[src/rtl/div_pkg.sv]
// Shared definitions for the RV32M divide/remainder unit.
// Holds the funct3/funct7 encodings and the FSM state type.
package div_pkg;

    localparam int DATA_W = 32;

    localparam logic [2:0] INST_DIV  = 3'b100;
    localparam logic [2:0] INST_DIVU = 3'b101;
    localparam logic [2:0] INST_REM  = 3'b110;
    localparam logic [2:0] INST_REMU = 3'b111;

    localparam logic [6:0] FUNCT7_M = 7'b0000001;

    typedef enum logic [1:0] {
        DIV_IDLE  = 2'd0,
        DIV_START = 2'd1,
        DIV_CALC  = 2'd2,
        DIV_END   = 2'd3
    } div_state_e;

    function automatic logic is_m_ext(input logic [6:0] funct7);
        return funct7 == FUNCT7_M;
    endfunction

endpackage

[src/rtl/div_if.sv]
// Request/response bundle between ex and the divider.
// master = ex side, slave = divider side.
interface div_if import div_pkg::*; ();

    logic              start_i;
    logic              flush_i;
    logic [2:0]        op_i;
    logic [DATA_W-1:0] dividend_i;
    logic [DATA_W-1:0] divisor_i;
    logic [4:0]        reg_waddr_i;
    logic [DATA_W-1:0] result_o;
    logic              ready_o;
    logic              busy_o;
    logic [4:0]        reg_waddr_o;

    modport master (
        output start_i, flush_i, op_i, dividend_i, divisor_i, reg_waddr_i,
        input  result_o, ready_o, busy_o, reg_waddr_o
    );

    modport slave (
        input  start_i, flush_i, op_i, dividend_i, divisor_i, reg_waddr_i,
        output result_o, ready_o, busy_o, reg_waddr_o
    );

endinterface

[src/rtl/div.sv]
// Iterative restoring divider for DIV/DIVU/REM/REMU: one quotient bit per cycle,
// with divide-by-zero and signed overflow resolved directly in START.
module div import div_pkg::*; (
    input  logic clk,
    input  logic rst,
    div_if.slave bus
);

    div_state_e        state, state_nxt;
    logic [2:0]        op_r;
    logic [DATA_W-1:0] dvd_r, dvs_r, quot, rem;
    logic [4:0]        rd_r, cnt;
    logic              neg_q, neg_r, special;

    logic              signed_op, is_rem, div_by_zero, overflow, take;
    logic [DATA_W:0]   trial;
    logic [DATA_W-1:0] diff, q_fin, r_fin;

    function automatic logic [DATA_W-1:0] negate(input logic [DATA_W-1:0] v);
        return ~v + 1'b1;
    endfunction

    function automatic logic [DATA_W-1:0] abs_val(input logic signed [DATA_W-1:0] v);
        return v[DATA_W-1] ? negate(v) : v;
    endfunction

    always_comb begin
        signed_op   = (op_r == INST_DIV) || (op_r == INST_REM);
        is_rem      = (op_r == INST_REM) || (op_r == INST_REMU);
        div_by_zero = (dvs_r == '0);
        overflow    = signed_op && (dvd_r == 32'h8000_0000) && (dvs_r == '1);
        trial       = {rem, dvd_r[cnt]};
        take        = (trial >= {1'b0, dvs_r});
        diff        = trial[DATA_W-1:0] - dvs_r;
        q_fin       = (!special && neg_q) ? negate(quot) : quot;
        r_fin       = (!special && neg_r) ? negate(rem)  : rem;
    end

    always_ff @(posedge clk or posedge rst) begin
        if (rst) state <= DIV_IDLE;
        else     state <= state_nxt;
    end

    always_comb begin
        state_nxt = state;
        case (state)
            DIV_IDLE:  if (bus.start_i && !bus.flush_i) state_nxt = DIV_START;
            DIV_START: if (bus.flush_i)                 state_nxt = DIV_IDLE;
                       else if (div_by_zero || overflow) state_nxt = DIV_END;
                       else                             state_nxt = DIV_CALC;
            DIV_CALC:  if (bus.flush_i)                 state_nxt = DIV_IDLE;
                       else if (cnt == '0)              state_nxt = DIV_END;
            DIV_END:                                    state_nxt = DIV_IDLE;
            default:                                    state_nxt = DIV_IDLE;
        endcase
    end

    always_comb begin
        bus.busy_o = (state != DIV_IDLE);
    end

    // Operand latch: signed operands are replaced by their magnitudes in START.
    always_ff @(posedge clk) begin
        case (state)
            DIV_IDLE: if (bus.start_i && !bus.flush_i) begin
                op_r  <= bus.op_i;
                dvd_r <= bus.dividend_i;
                dvs_r <= bus.divisor_i;
                rd_r  <= bus.reg_waddr_i;
            end
            DIV_START: begin
                special <= div_by_zero || overflow;
                neg_q   <= signed_op && (dvd_r[DATA_W-1] ^ dvs_r[DATA_W-1]);
                neg_r   <= signed_op && dvd_r[DATA_W-1];
                if (signed_op) begin
                    dvd_r <= abs_val(dvd_r);
                    dvs_r <= abs_val(dvs_r);
                end
            end
            default: ;
        endcase
    end

    always_ff @(posedge clk or posedge rst) begin
        if (rst) begin
            cnt             <= '0;
            quot            <= '0;
            rem             <= '0;
            bus.result_o    <= '0;
            bus.ready_o     <= 1'b0;
            bus.reg_waddr_o <= '0;
        end else begin
            bus.ready_o <= 1'b0;
            case (state)
                DIV_START: begin
                    if (div_by_zero) begin
                        quot <= '1;
                        rem  <= dvd_r;
                    end else if (overflow) begin
                        quot <= 32'h8000_0000;
                        rem  <= '0;
                    end else begin
                        rem <= '0;
                        cnt <= 5'd31;
                    end
                end
                DIV_CALC: begin
                    quot[cnt] <= take;
                    rem       <= take ? diff : trial[DATA_W-1:0];
                    if (cnt != '0) cnt <= cnt - 1'b1;
                end
                DIV_END: if (!bus.flush_i) begin
                    bus.result_o    <= is_rem ? r_fin : q_fin;
                    bus.reg_waddr_o <= rd_r;
                    bus.ready_o     <= 1'b1;
                end
                default: ;
            endcase
        end
    end

endmodule
[src/flat_wrapper.sv]
// flat-port wrapper written by rule: the top's interface ports become plain ports
module div_flat import div_pkg::*;
  (clk, rst, bus_start_i, bus_flush_i, bus_op_i, bus_dividend_i, bus_divisor_i, bus_reg_waddr_i, bus_result_o, bus_ready_o, bus_busy_o, bus_reg_waddr_o);
  div_if bus_i ();
  input  logic clk;
  input  logic rst;
  input wire logic [$bits(bus_i.start_i)-1:0] bus_start_i;
  input wire logic [$bits(bus_i.flush_i)-1:0] bus_flush_i;
  input wire logic [$bits(bus_i.op_i)-1:0] bus_op_i;
  input wire logic [$bits(bus_i.dividend_i)-1:0] bus_dividend_i;
  input wire logic [$bits(bus_i.divisor_i)-1:0] bus_divisor_i;
  input wire logic [$bits(bus_i.reg_waddr_i)-1:0] bus_reg_waddr_i;
  output wire logic [$bits(bus_i.result_o)-1:0] bus_result_o;
  output wire logic [$bits(bus_i.ready_o)-1:0] bus_ready_o;
  output wire logic [$bits(bus_i.busy_o)-1:0] bus_busy_o;
  output wire logic [$bits(bus_i.reg_waddr_o)-1:0] bus_reg_waddr_o;
  assign bus_i.start_i = bus_start_i;
  assign bus_i.flush_i = bus_flush_i;
  assign bus_i.op_i = bus_op_i;
  assign bus_i.dividend_i = bus_dividend_i;
  assign bus_i.divisor_i = bus_divisor_i;
  assign bus_i.reg_waddr_i = bus_reg_waddr_i;
  assign bus_result_o = bus_i.result_o;
  assign bus_ready_o = bus_i.ready_o;
  assign bus_busy_o = bus_i.busy_o;
  assign bus_reg_waddr_o = bus_i.reg_waddr_o;
  div u_core (.clk(clk), .rst(rst), .bus(bus_i));
endmodule
[config.mk]
export PLATFORM = sky130hd
export DESIGN_NAME = div_flat
export DESIGN_NICKNAME = d
export VERILOG_FILES = /design/src/rtl/div_pkg.sv /design/src/rtl/div_if.sv /design/src/rtl/div.sv /design/src/flat_wrapper.sv
export SDC_FILE = /design/constraint.sdc
export NUM_CORES = 1
export LEC_CHECK = 0
export BUFFER_PORTS_ARGS = -buffer_cell sky130_fd_sc_hd__buf_2
export CAP_MARGIN = 20
export CORE_MARGIN = 2
export CORE_UTILIZATION = 45
export CTS_CLUSTER_DIAMETER = 40
export DETAILED_ROUTE_END_ITERATION = 8
export GPL_ROUTABILITY_DRIVEN = 0
export PLACE_DENSITY = 0.65
export SYNTH_ARGS = -nofsm -noshare
export SYNTH_HDL_FRONTEND = slang
export SYNTH_SLANG_ARGS = --single-unit
[constraint.sdc]
create_clock -name clk -period 4.8 [get_ports clk]
set_clock_uncertainty 0.2 [all_clocks]
set_input_delay 0.24 -clock clk [delete_from_list [all_inputs] [get_ports clk]]
set_output_delay 0.24 -clock clk [all_outputs]
set_load 0.01 [all_outputs]
Word-level counts from Yosys, hierarchy flattened --
Index checks and enable logic that the tools add are counted.
Word-level totals: bits in registers 184, bits of input ports 76, output and inout bits 39, logic and storage cells 110
Operators by class: add/subtract/negate cells 6, order comparisons 3, eq/ne operators 17, muxes and demuxes 34, bitwise gates (word level) 6, reductions and logical operators 28
Operator list (count):
- $mux W32 | 13
- $pmux W32 S2 | 4
- $add A32 B1 Y32 const B | 4
- $not A32 Y32 | 4
- $eq A32 B32 Y1 const B | 2
- $ge A33 B32 Y1 | 1
- $bwmux W32 | 1
- $logic_not A32 Y1 | 1
- $sub A32 B32 Y32 | 1
- $mux W5 | 3
- $reduce_and A4 Y1 | 3
- $ne A2 B1 Y1 const B | 5
- $pmux W5 S2 | 1
- $eq A3 B3 Y1 const B | 3
- $logic_and A1 B1 Y1 | 8
- $mux W2 | 4
- $pmux W2 S4 | 1
- $reduce_and A2 Y1 | 4
- $lt A5 B6 Y1 const B | 1
- $reduce_bool A2 Y1 | 3
- $bmux W1 S5 | 1
- $demux W1 S5 | 1
- $ge A5 B1 Y1 const B | 1
- $logic_not A5 Y1 | 1
- 14 further kinds | 23

Depth between registers and ports, before layout --
depth after elaboration 8, mapped depth 16, depth with buffers taken out 15

Least setup slack after synthesis --
OpenSTA, ideal clock, no wires.
path kind register to register, start point register u_core.cnt[1], end point register u_core.rem[30], library setup time 0.088 ns, arrival time 4.250 ns, data required time 4.512 ns, path slack 0.261 ns, stages on the path, launching flop included 16, path buffers 1, clock period less this slack 4.539 ns, cells stage by stage dfrtp_1 buf_1 mux4_2 a22oi_1 and4_1 ha_1 inv_1 fa_1 a21o_1 and4_1 o21ai_0 nand2_1 a2111oi_0 nor3_1 or3b_2 a41oi_1
Between the ends: longest elaborated chain between the ends 5, elaborated cells on any way between the ends 6, those cells by class 1 x add/sub; 1 x order compare; 4 x mux
Ends and longest elaborated chain:
- start, declared | RTL line div.sv:12 | logic [4:0] rd_r, cnt;
- start signal, assigned | RTL line div.sv:110 | if (cnt != '0) cnt <= cnt - 1'b1;
- $bmux W1 S5 (*) | RTL line div.sv:32 | trial = {rem, dvd_r[cnt]};
- $mux W1 (implied by the code) (*) | RTL line div.sv:32
- $sub A32 B32 Y32 or $ge A33 B32 Y1 (tied branches) | RTL line div.sv:34, div.sv:33
- $mux W32 (*) | RTL line div.sv:109 | rem <= take ? diff : trial[DATA_W-1:0];
- $pmux W32 S2 (*) | RTL line div.sv:94 | case (state)
- end signal, assigned | RTL line div.sv:98 | rem <= dvd_r;
- end signal, assigned | RTL line div.sv:109
- end, declared | RTL line div.sv:11 | logic [DATA_W-1:0] dvd_r, dvs_r, quot, rem;
Mark *: on every way between the ends. The rest lies on a longest branch, timed or not. The select of a mux whose other input is x is not followed. A chain may end at the register's enable or synchronous reset.

Worst setup path after layout --
Ends and elaborated chain as after synthesis.

==> impl_metrics.py <==
metrics = {
    "status": {
        "status": "finished clean",
    },
    "synthesis": {
        "yosysWarnings": 0,
        "synthDistinctLibCells": 83,
        "synth_area_sq_um": 13400,
        "synth_area_leaders": "dfrtp_1 (20%), edfxtp_1 (17%), nand2_1 (5.1%), xnor2_1 (4.6%), a21oi_1 (4.4%)",
        "synthFlopType": "dfrtp_1",
        "synth_top_area_cell": "dfrtp_1",
        "synth_top_area_share": 0.203,
        "synth_fp_nets": 1638,
        "syn_inst": 1515,
        "synth_seq_area_share": 0.371,
        "avgSynthCellArea_sq_um": 8.85,
        "synth-edff-count": 75,
        "ys_ff_latch": 184,
        "async_reset_ff_frac": 0.592,
    },
    "sta": {
        "hold_viol_final": 0,
        "slew_viol_final": 0,
        "tightest_slew_ps": 1030,
        "fmax_mhz": 223,
        "worst_slack_ps": 316,
        "finalSetupViolations": 0,
        "min_period_ps": 4480,
        "rsz0062_at_grt": "no",
        "setup_tns_ps": 0,
        "max-slew-margin-rel": 0.314,
        "period_share": 0.934,
    },
    "setup_path": {
        "critPathMaxFanout": 9,
        "worstPathRequired_ps": 4960,
        "worst_setup_path_end_kind": "register",
        "cp_slowest_cell": "mux4_2",
        "crit_type": "register to register",
        "path_common_cell": "and4_1",
        "startpoint_type": "register",
        "critPathMaxStageDelay_ps": 520,
        "cp.arrival_ps": 4650,
        "path_cells": "buf_4 -> mux4_2 -> a22oi_1 -> and4_1 -> ha_1 -> inv_1 -> fa_1 -> a21o_1 -> and4_1 -> o21ai_0 -> nand2_1 -> a2111oi_1 -> nor3_1 -> or3b_2 -> a41oi_1",
    },
    "place": {
        "port_buffers": 114,
        "dpl.hpwl_um": 33300,
        "post-place-ws_ps": 348,
    },
    "die": {
        "die_y_um": 177,
        "die-area_sq_um": 31200,
        "dieWidth_um": 177,
        "io_pins": 115,
        "core-area_sq_um": 29500,
        "start_util": 0.455,
        "rows": 63,
    },
    "clock_tree": {
        "post_cts.repair.setup_buffers": 0,
        "cts.sinks": 184,
        "cts_root_buffer": "clkbuf_16",
        "cts_tree": "done",
        "clk-insertion-delay-late_ps": 460,
        "clkTransAtPathRegs_ps": 80,
        "cts_buffers": 17,
        "cts_buffer_depth": 2,
        "htreeDepth": 4,
    },
    "finish": {
        "fin_nets": 1798,
        "multiInputGateArea_sq_um": 7800,
        "drive_gt1_frac": 0.152,
        "areaGrowthSynthToFinish_pct": 17.3,
        "n_antenna_cell": 0,
        "seqCellArea_sq_um": 4980,
        "nFillCells": 2750,
    },
    "pwr": {
        "p_leak_nw": 6.38,
        "ir_drop_v": 0.000311,
        "finalPower_mw": 10.7,
        "power-per-cell-area_nw_per_um2": 682,
    },
    "routing": {
        "vias_per_cell": 6.13,
        "maxUsedRoutingLayer": "met4",
        "wire_per_inst_um": 21.4,
        "routed_wl_um": 44500,
        "wl_met1_um": 19500,
        "vias": 12700,
        "post-route-drc-count": 0,
        "drtIter0Drc": 1557,
        "met3WireLength_um": 3630,
        "dr_wl_met2_um": 20000,
        "ant_nets": 0,
        "dr.pass1.iters": 6,
    },
    "global_routing": {
        "grt_antenna_before_repair": 0,
        "grt_pass1_vias": 11900,
        "overflow": 0,
        "track_usage": 0.285,
        "grt_max_degree": 72,
        "grt_pass1_wl_um": 68100,
    },
    "hold_path": {
        "hp-class": "input pin to register",
    },
    "run": {
        "maxCapViolCount": 0,
    },
}
-- what timing repair did --
action	CTS	global route
hold buffers	73	0
endpoints found under the setup margin	0	1
endpoints found under the hold margin	143	0
gates resized for setup	0	1
-- final cells by class --
class | instances | area share
clock buffers | 22 | 0.0316
clock inverters | 10 | 0.00509
repair buffers | 225 | 0.103
flip-flops and latches | 184 | 0.317
multi-input cells | 1178 | 0.496
inverters | 69 | 0.0166
well taps | 390 | 0.0310
-- cell families (layout without fill, tap and decap cells) --
| family | after synthesis | after routing | share of synthesized area |
|---|---|---|---|
| simple gates | 518 | 518 | 0.189 |
| compound gates | 458 | 458 | 0.236 |
| flops | 184 | 184 | 0.371 |
| buf+inv | 153 | 326 | 0.0474 |
| xor+xnor | 130 | 130 | 0.0849 |
| fa+ha+maj | 47 | 47 | 0.0444 |
| mux | 25 | 25 | 0.0264 |
-- placed cells by master (no fill, tap or decap), types with 36 or more instances in the layout --
cell	n
edfxtp_1	75
dfrtp_1	109
dlygate4sd3_1	73
a21oi_1	117
nand2_1	181
ha_1	45
xnor2_1	71
o2bb2ai_1	58
buf_4	36
o21ai_0	95
nor3_1	49
inv_1	66
xor2_1	59
buf_2	114
nand3_1	36
nor2_1	92
-- per-layer routing --
| layer | global-route usage | up-vias |
|---|---|---|
| met2 | 0.448 | 594 |
| met4 | 0.105 | 0 |
| met1 | 0.393 | 6157 |
| met3 | 0.0523 | 86 |
| met5 | 0 | - |
| li1 | - | 5908 |
-- Yosys cell counts, types with 17 or more instances --
library cell  number
nor2_1            93
and3_1            25
inv_1             67
o2bb2ai_1         58
or3_1             18
o21ai_0           95
clkbuf_1          68
nand4_1           18
xnor2_1           71
nand3_1           36
dfrtp_1          109
a21oi_1          118
xor2_1            59
ha_1              46
a211oi_2          17
nand2_1          181
edfxtp_1          75
nor4_1            27
nor3_1            49
a21oi_2           17
-- where the power goes --
part	total [mW]	leakage [nW]	switching (mW)	internal, mW
logic	6.07	4.02	3.73	2.34
registers	3.22	2.08	0.794	2.42
clock network	1.43	0.280	0.677	0.750
-- flip-flops by register name, summed over array words and instances (netlist names) --
register	cells
u_core.bus.result_o	32
u_core.dvd_r	32
u_core.dvs_r	32
u_core.quot	32
u_core.rem	32
u_core.bus.reg_waddr_o	5
u_core.cnt	5
u_core.rd_r	5
u_core.op_r	3
u_core.state	2
u_core.bus.ready_o	1
u_core.neg_q	1
u_core.neg_r	1
u_core.special	1
-- worst paths after layout --
kind                       slack (ps)  depth (start not counted)                                     to                       from
setup / recovery                  320                         15             u_core.rem[30]$_DFFE_PP0N_  u_core.cnt[1]$_DFFE_PP0P_
hold / removal                     80                          3             u_core.dvd_r[29]$_DFFE_PP_         bus_dividend_i[29]
setup reg to reg                  320                         15             u_core.rem[30]$_DFFE_PP0N_  u_core.cnt[1]$_DFFE_PP0P_
hold reg to reg                   240                          2  u_core.bus.reg_waddr_o[0]$_DFFE_PP0P_   u_core.rd_r[0]$_DFFE_PP_
max in group asynchronous        2980                          4             u_core.rem[19]$_DFFE_PP0N_                        rst
min in group asynchronous         340                          3    u_core.bus.result_o[23]$_DFFE_PP0P_                        rst
-- per-stage QoR --
stage               std cells   util  cell area (sq um)  hold slack (ps)
floorplan                1515      -              13400              139
global placement         1973  0.489              14400              218
detailed placement       1973  0.489              14400              219
CTS                      2078  0.533              15700             63.9
global route             2078  0.533              15700             97.3
finish                   2078  0.533              15700             76.0
-- worst max-delay path: cells and delay by family (launching register included) --
family	cells	cell delay, ps
buffers and inverters	2	260
muxes	1	520
adders and majority gates	2	600
AOI/OAI and AO/OA	5	1300
DFF	1	360
and+or+nand+nor	5	1150
(Power assumes the default switching activity.)
